==> config.mk <==
export PLATFORM = sky130hd
export DESIGN_NAME = feature_receiver_spi_flat
export DESIGN_NICKNAME = d
export VERILOG_FILES = /design/src/rtl/feature_receiver_spi_if.sv /design/src/rtl/feature_receiver_spi.sv /design/src/flat_wrapper.sv
export SDC_FILE = /design/constraint.sdc
export NUM_CORES = 1
export LEC_CHECK = 0
export CAP_MARGIN = 40
export CORE_MARGIN = 3
export CORE_UTILIZATION = 40
export CTS_CLUSTER_SIZE = 16
export DETAILED_ROUTE_END_ITERATION = 10
export HOLD_SLACK_MARGIN = 0.06
export SLEW_MARGIN = 20
export SYNTH_ARGS = -nofsm -noshare
export SYNTH_HDL_FRONTEND = slang
export SYNTH_SLANG_ARGS = --single-unit
==> constraint.sdc <==
create_clock -name systemClock -period 2.8 [get_ports systemClock]
set_clock_uncertainty 0.15 [all_clocks]
set_input_delay 0.28 -clock systemClock [delete_from_list [all_inputs] [get_ports systemClock]]
set_output_delay 0.28 -clock systemClock [all_outputs]
set_load 0.01 [all_outputs]
==> src/rtl/feature_receiver_spi_if.sv <==
// feature_receiver_spi_if: SPI link inputs, feature stream handshake and per-frame status.
interface feature_receiver_spi_if #(
  parameter int FEATURE_WIDTH = 16,
  parameter int COUNT_WIDTH = 8
);
  logic spiSck;
  logic spiMosi;
  logic spiTransferDone;
  logic [FEATURE_WIDTH-1:0] featureVector;
  logic featureValid;
  logic featureReady;
  logic frameDone;
  logic [COUNT_WIDTH-1:0] frameFeatureCount;
  logic frameErrorPartial;
  logic frameErrorOverflow;
  modport slave (
    input  spiSck, spiMosi, spiTransferDone, featureReady,
    output featureVector, featureValid, frameDone, frameFeatureCount, frameErrorPartial, frameErrorOverflow
  );
  modport master (
    output spiSck, spiMosi, spiTransferDone, featureReady,
    input  featureVector, featureValid, frameDone, frameFeatureCount, frameErrorPartial, frameErrorOverflow
  );
endinterface

==> src/rtl/feature_receiver_spi.sv <==
// feature_receiver_spi: oversampling SPI receiver feeding a show-ahead feature FIFO with per-frame status.
module feature_receiver_spi #(
  parameter int NUM_BITS_X = 4,
  parameter int NUM_BITS_Y = 4,
  parameter int FIFO_DEPTH = 8,
  parameter int COUNT_WIDTH = 8
) (
  input logic systemClock,
  input logic reset,
  feature_receiver_spi_if.slave bus
);
  localparam int FW = (NUM_BITS_X + NUM_BITS_Y) * 2;
  localparam int AW = $clog2(FIFO_DEPTH);
  localparam int BW = $clog2(FW);
  logic [1:0] r_sck_s, r_mosi_s, r_done_s;
  logic r_sck_prev, r_done_prev, r_sck_rise, r_done_rise, r_mosi_d;
  logic [FW-2:0] r_shift;
  logic [BW-1:0] r_bits;
  logic [COUNT_WIDTH-1:0] r_words, r_frame_count;
  logic r_ovf, r_frame_done, r_err_partial, r_err_ovf;
  logic [FW-1:0] r_mem [FIFO_DEPTH];
  logic [AW-1:0] r_wr_ptr, r_rd_ptr;
  logic [AW:0] r_cnt;
  logic [FW-1:0] w_word;
  logic [BW-1:0] w_bits_nx;
  logic [COUNT_WIDTH-1:0] w_words_nx;
  logic w_last, w_full, w_valid, w_pop, w_wr, w_ovf_nx;
  // Edge strobes are registered once more so a word lands 4 edges after the pin
  assign w_word = {r_shift, r_mosi_d};
  assign w_last = r_sck_rise && r_bits == BW'(FW - 1);
  assign w_full = r_cnt == (AW + 1)'(FIFO_DEPTH);
  assign w_valid = r_cnt != '0;
  assign w_pop = w_valid && bus.featureReady;
  assign w_wr = w_last && (!w_full || w_pop);
  assign w_bits_nx = r_sck_rise ? (w_last ? '0 : r_bits + 1'b1) : r_bits;
  assign w_words_nx = (w_last && r_words != '1) ? r_words + 1'b1 : r_words;
  assign w_ovf_nx = r_ovf || (w_last && w_full && !w_pop);
  always_ff @(posedge systemClock) begin
    if (reset) begin
      r_sck_s <= '0;
      r_mosi_s <= '0;
      r_done_s <= '0;
      r_sck_prev <= 1'b0;
      r_done_prev <= 1'b0;
      r_sck_rise <= 1'b0;
      r_done_rise <= 1'b0;
      r_mosi_d <= 1'b0;
      r_shift <= '0;
      r_bits <= '0;
      r_words <= '0;
      r_ovf <= 1'b0;
      r_frame_done <= 1'b0;
      r_frame_count <= '0;
      r_err_partial <= 1'b0;
      r_err_ovf <= 1'b0;
      r_wr_ptr <= '0;
      r_rd_ptr <= '0;
      r_cnt <= '0;
    end else begin
      r_sck_s <= {r_sck_s[0], bus.spiSck};
      r_mosi_s <= {r_mosi_s[0], bus.spiMosi};
      r_done_s <= {r_done_s[0], bus.spiTransferDone};
      r_sck_prev <= r_sck_s[1];
      r_done_prev <= r_done_s[1];
      r_sck_rise <= r_sck_s[1] && !r_sck_prev;
      r_done_rise <= r_done_s[1] && !r_done_prev;
      r_mosi_d <= r_mosi_s[1];
      if (r_sck_rise) r_shift <= w_word[FW-2:0];
      r_frame_done <= r_done_rise;
      if (r_done_rise) begin
        r_frame_count <= w_words_nx;
        r_err_partial <= w_bits_nx != '0;
        r_err_ovf <= w_ovf_nx;
      end
      r_bits <= r_done_rise ? '0 : w_bits_nx;
      r_words <= r_done_rise ? '0 : w_words_nx;
      r_ovf <= r_done_rise ? 1'b0 : w_ovf_nx;
      if (w_wr) r_wr_ptr <= r_wr_ptr + 1'b1;
      if (w_pop) r_rd_ptr <= r_rd_ptr + 1'b1;
      r_cnt <= r_cnt + (AW + 1)'(w_wr) - (AW + 1)'(w_pop);
    end
  end
  always_ff @(posedge systemClock) begin
    if (reset) begin
      for (int i = 0; i < FIFO_DEPTH; i++) r_mem[i] <= '0;
    end else if (w_wr) begin
      r_mem[r_wr_ptr] <= w_word;
    end
  end
  assign bus.featureValid = w_valid;
  assign bus.featureVector = w_valid ? r_mem[r_rd_ptr] : '0;
  assign bus.frameDone = r_frame_done;
  assign bus.frameFeatureCount = r_frame_count;
  assign bus.frameErrorPartial = r_err_partial;
  assign bus.frameErrorOverflow = r_err_ovf;
endmodule

==> src/flat_wrapper.sv <==
// flat-port wrapper written by rule: the top's interface ports become plain ports
module feature_receiver_spi_flat 
#(
  parameter int NUM_BITS_X = 4,
  parameter int NUM_BITS_Y = 4,
  parameter int FIFO_DEPTH = 8,
  parameter int COUNT_WIDTH = 8
)
  (systemClock, reset, bus_spiSck, bus_spiMosi, bus_spiTransferDone, bus_featureReady, bus_featureVector, bus_featureValid, bus_frameDone, bus_frameFeatureCount, bus_frameErrorPartial, bus_frameErrorOverflow);
  feature_receiver_spi_if #(.FEATURE_WIDTH(16), .COUNT_WIDTH(COUNT_WIDTH)) bus_i ();
  input logic systemClock;
  input logic reset;
  input wire logic [$bits(bus_i.spiSck)-1:0] bus_spiSck;
  input wire logic [$bits(bus_i.spiMosi)-1:0] bus_spiMosi;
  input wire logic [$bits(bus_i.spiTransferDone)-1:0] bus_spiTransferDone;
  input wire logic [$bits(bus_i.featureReady)-1:0] bus_featureReady;
  output wire logic [$bits(bus_i.featureVector)-1:0] bus_featureVector;
  output wire logic [$bits(bus_i.featureValid)-1:0] bus_featureValid;
  output wire logic [$bits(bus_i.frameDone)-1:0] bus_frameDone;
  output wire logic [$bits(bus_i.frameFeatureCount)-1:0] bus_frameFeatureCount;
  output wire logic [$bits(bus_i.frameErrorPartial)-1:0] bus_frameErrorPartial;
  output wire logic [$bits(bus_i.frameErrorOverflow)-1:0] bus_frameErrorOverflow;
  assign bus_i.spiSck = bus_spiSck;
  assign bus_i.spiMosi = bus_spiMosi;
  assign bus_i.spiTransferDone = bus_spiTransferDone;
  assign bus_i.featureReady = bus_featureReady;
  assign bus_featureVector = bus_i.featureVector;
  assign bus_featureValid = bus_i.featureValid;
  assign bus_frameDone = bus_i.frameDone;
  assign bus_frameFeatureCount = bus_i.frameFeatureCount;
  assign bus_frameErrorPartial = bus_i.frameErrorPartial;
  assign bus_frameErrorOverflow = bus_i.frameErrorOverflow;
  feature_receiver_spi #(.NUM_BITS_X(NUM_BITS_X), .NUM_BITS_Y(NUM_BITS_Y), .FIFO_DEPTH(FIFO_DEPTH), .COUNT_WIDTH(COUNT_WIDTH)) u_core (.systemClock(systemClock), .reset(reset), .bus(bus_i));
endmodule
==> flow_summary.json <==
{
  "worstMarginPinSlew_ns": 0.718,
  "cts_tree": "done",
  "criticalPathCategory": "flip-flop to output pin",
  "synth_ff_type": "edfxtp_1",
  "cts_num_sinks": 191,
  "clock_latency_ns": 0.42,
  "r2r_cells": 6,
  "finalCritPeriodShare": 0.971,
  "ir_drop_mv": 0.467,
  "viasPerCell": 5.02,
  "min_from": "u_core.r_done_prev",
  "syn_nets": 636,
  "path_delay_family": "buffers and inverters",
  "die_h_um": 151,
  "rows": 52,
  "status": "finished clean",
  "async_flop_share": 0,
  "clkTransAtPathRegs_ns": 0.07,
  "routed_wl_um": 17500,
  "fp.dieW_um": 151,
  "ant_nets": 0,
  "cts_made_buffers": 17,
  "io_buffers": 33,
  "synth-edff-count": 128,
  "cp_max_fo": 8,
  "grt_max_degree": 52,
  "gp_congestion": 0.744,
  "synthCells": 619,
  "yosys_warnings": 0,
  "fin_area_um2": 9860,
  "fp.dieArea_um2": 22800,
  "firstDrtPassIters": 5,
  "root_buffer": "clkbuf_16",
  "tns_ns": 0,
  "startpoint_type": "flip-flop",
  "num_io_pins": 34,
  "synth_commonest_cells": "129 x and2_1, 128 x edfxtp_1, 65 x nor2_1, 63 x dfxtp_1, 36 x mux2i_1",
  "synth.top_cell.area_share": 0.457,
  "core_area_um2": 20400,
  "final_layout_size_suffix_gt1_frac": 0.169,
  "placed_cells": 906,
  "grt_pass1_wl_um": 27800,
  "arrival_ns": 2.29,
  "power_leakage_nw": 3.71,
  "clock.fmax_mhz": 368,
  "start_util": 0.412,
  "n_antenna_cell": 0,
  "synth.most_common_cell": "and2_1",
  "slew_headroom": 0.520,
  "setup_violations": 0,
  "critical_path_required_ns": 2.37,
  "synthDistinctLibCells": 45,
  "drv_slew": 0,
  "pwr_density_cell_nw_per_um2": 750,
  "track_usage": 0.165,
  "yosys_register_bits": 191,
  "worstSetupEndpointType": "output pin",
  "fin_cells": 944,
  "drc": 0,
  "hp-class": "flip-flop to flip-flop",
  "wl_per_cell_um": 18.6,
  "grt_pass1_vias": 4835,
  "synth_area_leaders": "edfxtp_1 46%, dfxtp_1 15%, and2_1 9.6%",
  "nNetsFinal": 678,
  "htree_levels": 4,
  "worstHoldPathCells": 1,
  "path_buf_inv": 2,
  "synth.avg_cell_area_um2": 13.6,
  "rsz0062_at_grt": "false",
  "path_cells": "clkbuf_16 -> mux4_2 -> mux2i_1 -> nor2_1 -> clkdlybuf4s50_1",
  "grt.overflow.total": 0,
  "place_area_um2": 9120,
  "r2r_end": "u_core.r_mem[1][15]",
  "netlist_area_um2": 8410,
  "place_hpwl_um": 11000,
  "cap_violations": 0,
  "hold_viol_final": 0,
  "r2r-start": "u_core.r_bits[0]",
  "num_vias": 4743,
  "rrSetupSlack_ns": 0.19,
  "antenna_found_initial": 0,
  "area_growth_pct": 17.2,
  "slowest_stage": "mux4_2",
  "min_period_ns": 2.72,
  "yosysSeqAreaShare": 0.607,
  "clk_path_buf_depth": 2,
  "synth.largest_area_cell": "edfxtp_1",
  "min_to": "u_core.r_done_rise",
  "critPathMaxStageDelay_ns": 0.52,
  "drtIter0Drc": 262
}
[worst max path at each step]
| stage | start | to | slack, ns | cells past startpoint |
|---|---|---|---|---|
| after CTS | flip-flop | bus_featureVector[11] | -0.02 | 5 |
| after detailed placement | u_core.r_bits[0] | u_core.r_mem[3][12] | 0.19 | 6 |
| after global placement | u_core.r_cnt[2] | u_core.r_cnt[2] | 0.30 | 12 |
| final | flip-flop | bus_featureVector[3] | 0.08 | 5 |
| after global routing | flip-flop | bus_featureVector[15] | 0.001 | 5 |
| after floorplan | u_core.r_cnt[2] | u_core.r_cnt[2] | 0.18 | 14 |
[placed cells by master (no fill, tap or decap), drive strengths merged, types with 3 or more instances in the layout]
| cell type | n |
|---|---|
| a21oi | 4 |
| and4 | 4 |
| clkinv | 3 |
| clkdlybuf4s50 | 21 |
| or2 | 9 |
| nor2 | 65 |
| a21o | 6 |
| nand2b | 4 |
| nor3 | 9 |
| nand2 | 11 |
| dfxtp | 63 |
| bufinv | 3 |
| nor4b | 3 |
| mux2i | 36 |
| xnor2 | 6 |
| dlymetal6s2s | 10 |
| clkinvlp | 3 |
| nor2b | 12 |
| edfxtp | 128 |
| ha | 10 |
| and2 | 129 |
| a211oi | 7 |
| nand3 | 8 |
| buf | 25 |
| xor2 | 5 |
| mux4 | 32 |
| inv | 18 |
| clkbuf | 19 |
[metal layers]
metal,vias up,track usage,share of wire
met2,97,0.270,0.49
met4,0,0.0426,0.0097
met5,-,0,0
met3,13,0.0344,0.043
li1,2274,-,-
met1,2359,0.225,0.46
[registers in the layout (all words and copies together) (netlist names), 2 cells and up, named ones only]
name and count:
u_core.r_wr_ptr 3, u_core.bus.frameFeatureCount 8, u_core.r_words 8, u_core.r_sck_s 2
u_core.r_done_s 2, u_core.r_mosi_s 2, u_core.r_cnt 4, u_core.r_shift 15
u_core.r_mem 128, u_core.r_bits 4, u_core.r_rd_ptr 3
[power breakdown]
part	internal, mW	switching, mW
Clock	1.43	1.08
Sequential	3.13	0.0789
Combinational	0.893	0.791
Total	5.45	1.95
[cell families (layout without fill, tap and decap cells)]
logic type / after synthesis / count (layout) / share of synthesized area
compound gates: 27 / 27 / 0.0234
xor+xnor: 11 / 11 / 0.0115
fa+ha+maj: 11 / 11 / 0.0173
buf+inv: 48 / 103 / 0.0260
flops: 191 / 191 / 0.607
mux: 68 / 68 / 0.129
simple gates: 263 / 263 / 0.187
[repair_timing]
item	4_1_cts	5_1_grt
setup buffers	0	4
hold buffers	0	0
resized for setup	5	13
gates cloned	1	1
setup endpoints to repair	10	10
[metrics by stage]
step           power [mW]  setup slack [ns]  hold slack (ns)  utilization
2_1_floorplan        4.24             0.180            0.217            -
3_3_place_gp         4.82             0.300            0.223        0.447
3_5_place_dp         4.85             0.188            0.222        0.447
4_1_cts              7.42           -0.0187            0.229        0.478
5_1_grt              7.76           0.00136            0.242        0.483
6_report             7.40            0.0814            0.230        0.483
[cell type report]
class	count	area [um^2]
clock buffer	18	429
sequential	191	5110
inverter	13	48.8
multi-input combinational	380	3110
tap	270	338
timing repair buffer	58	649
fill	1793	10600
clock inverter	14	181
No activity file was read; power rests on OpenSTA's default activity.
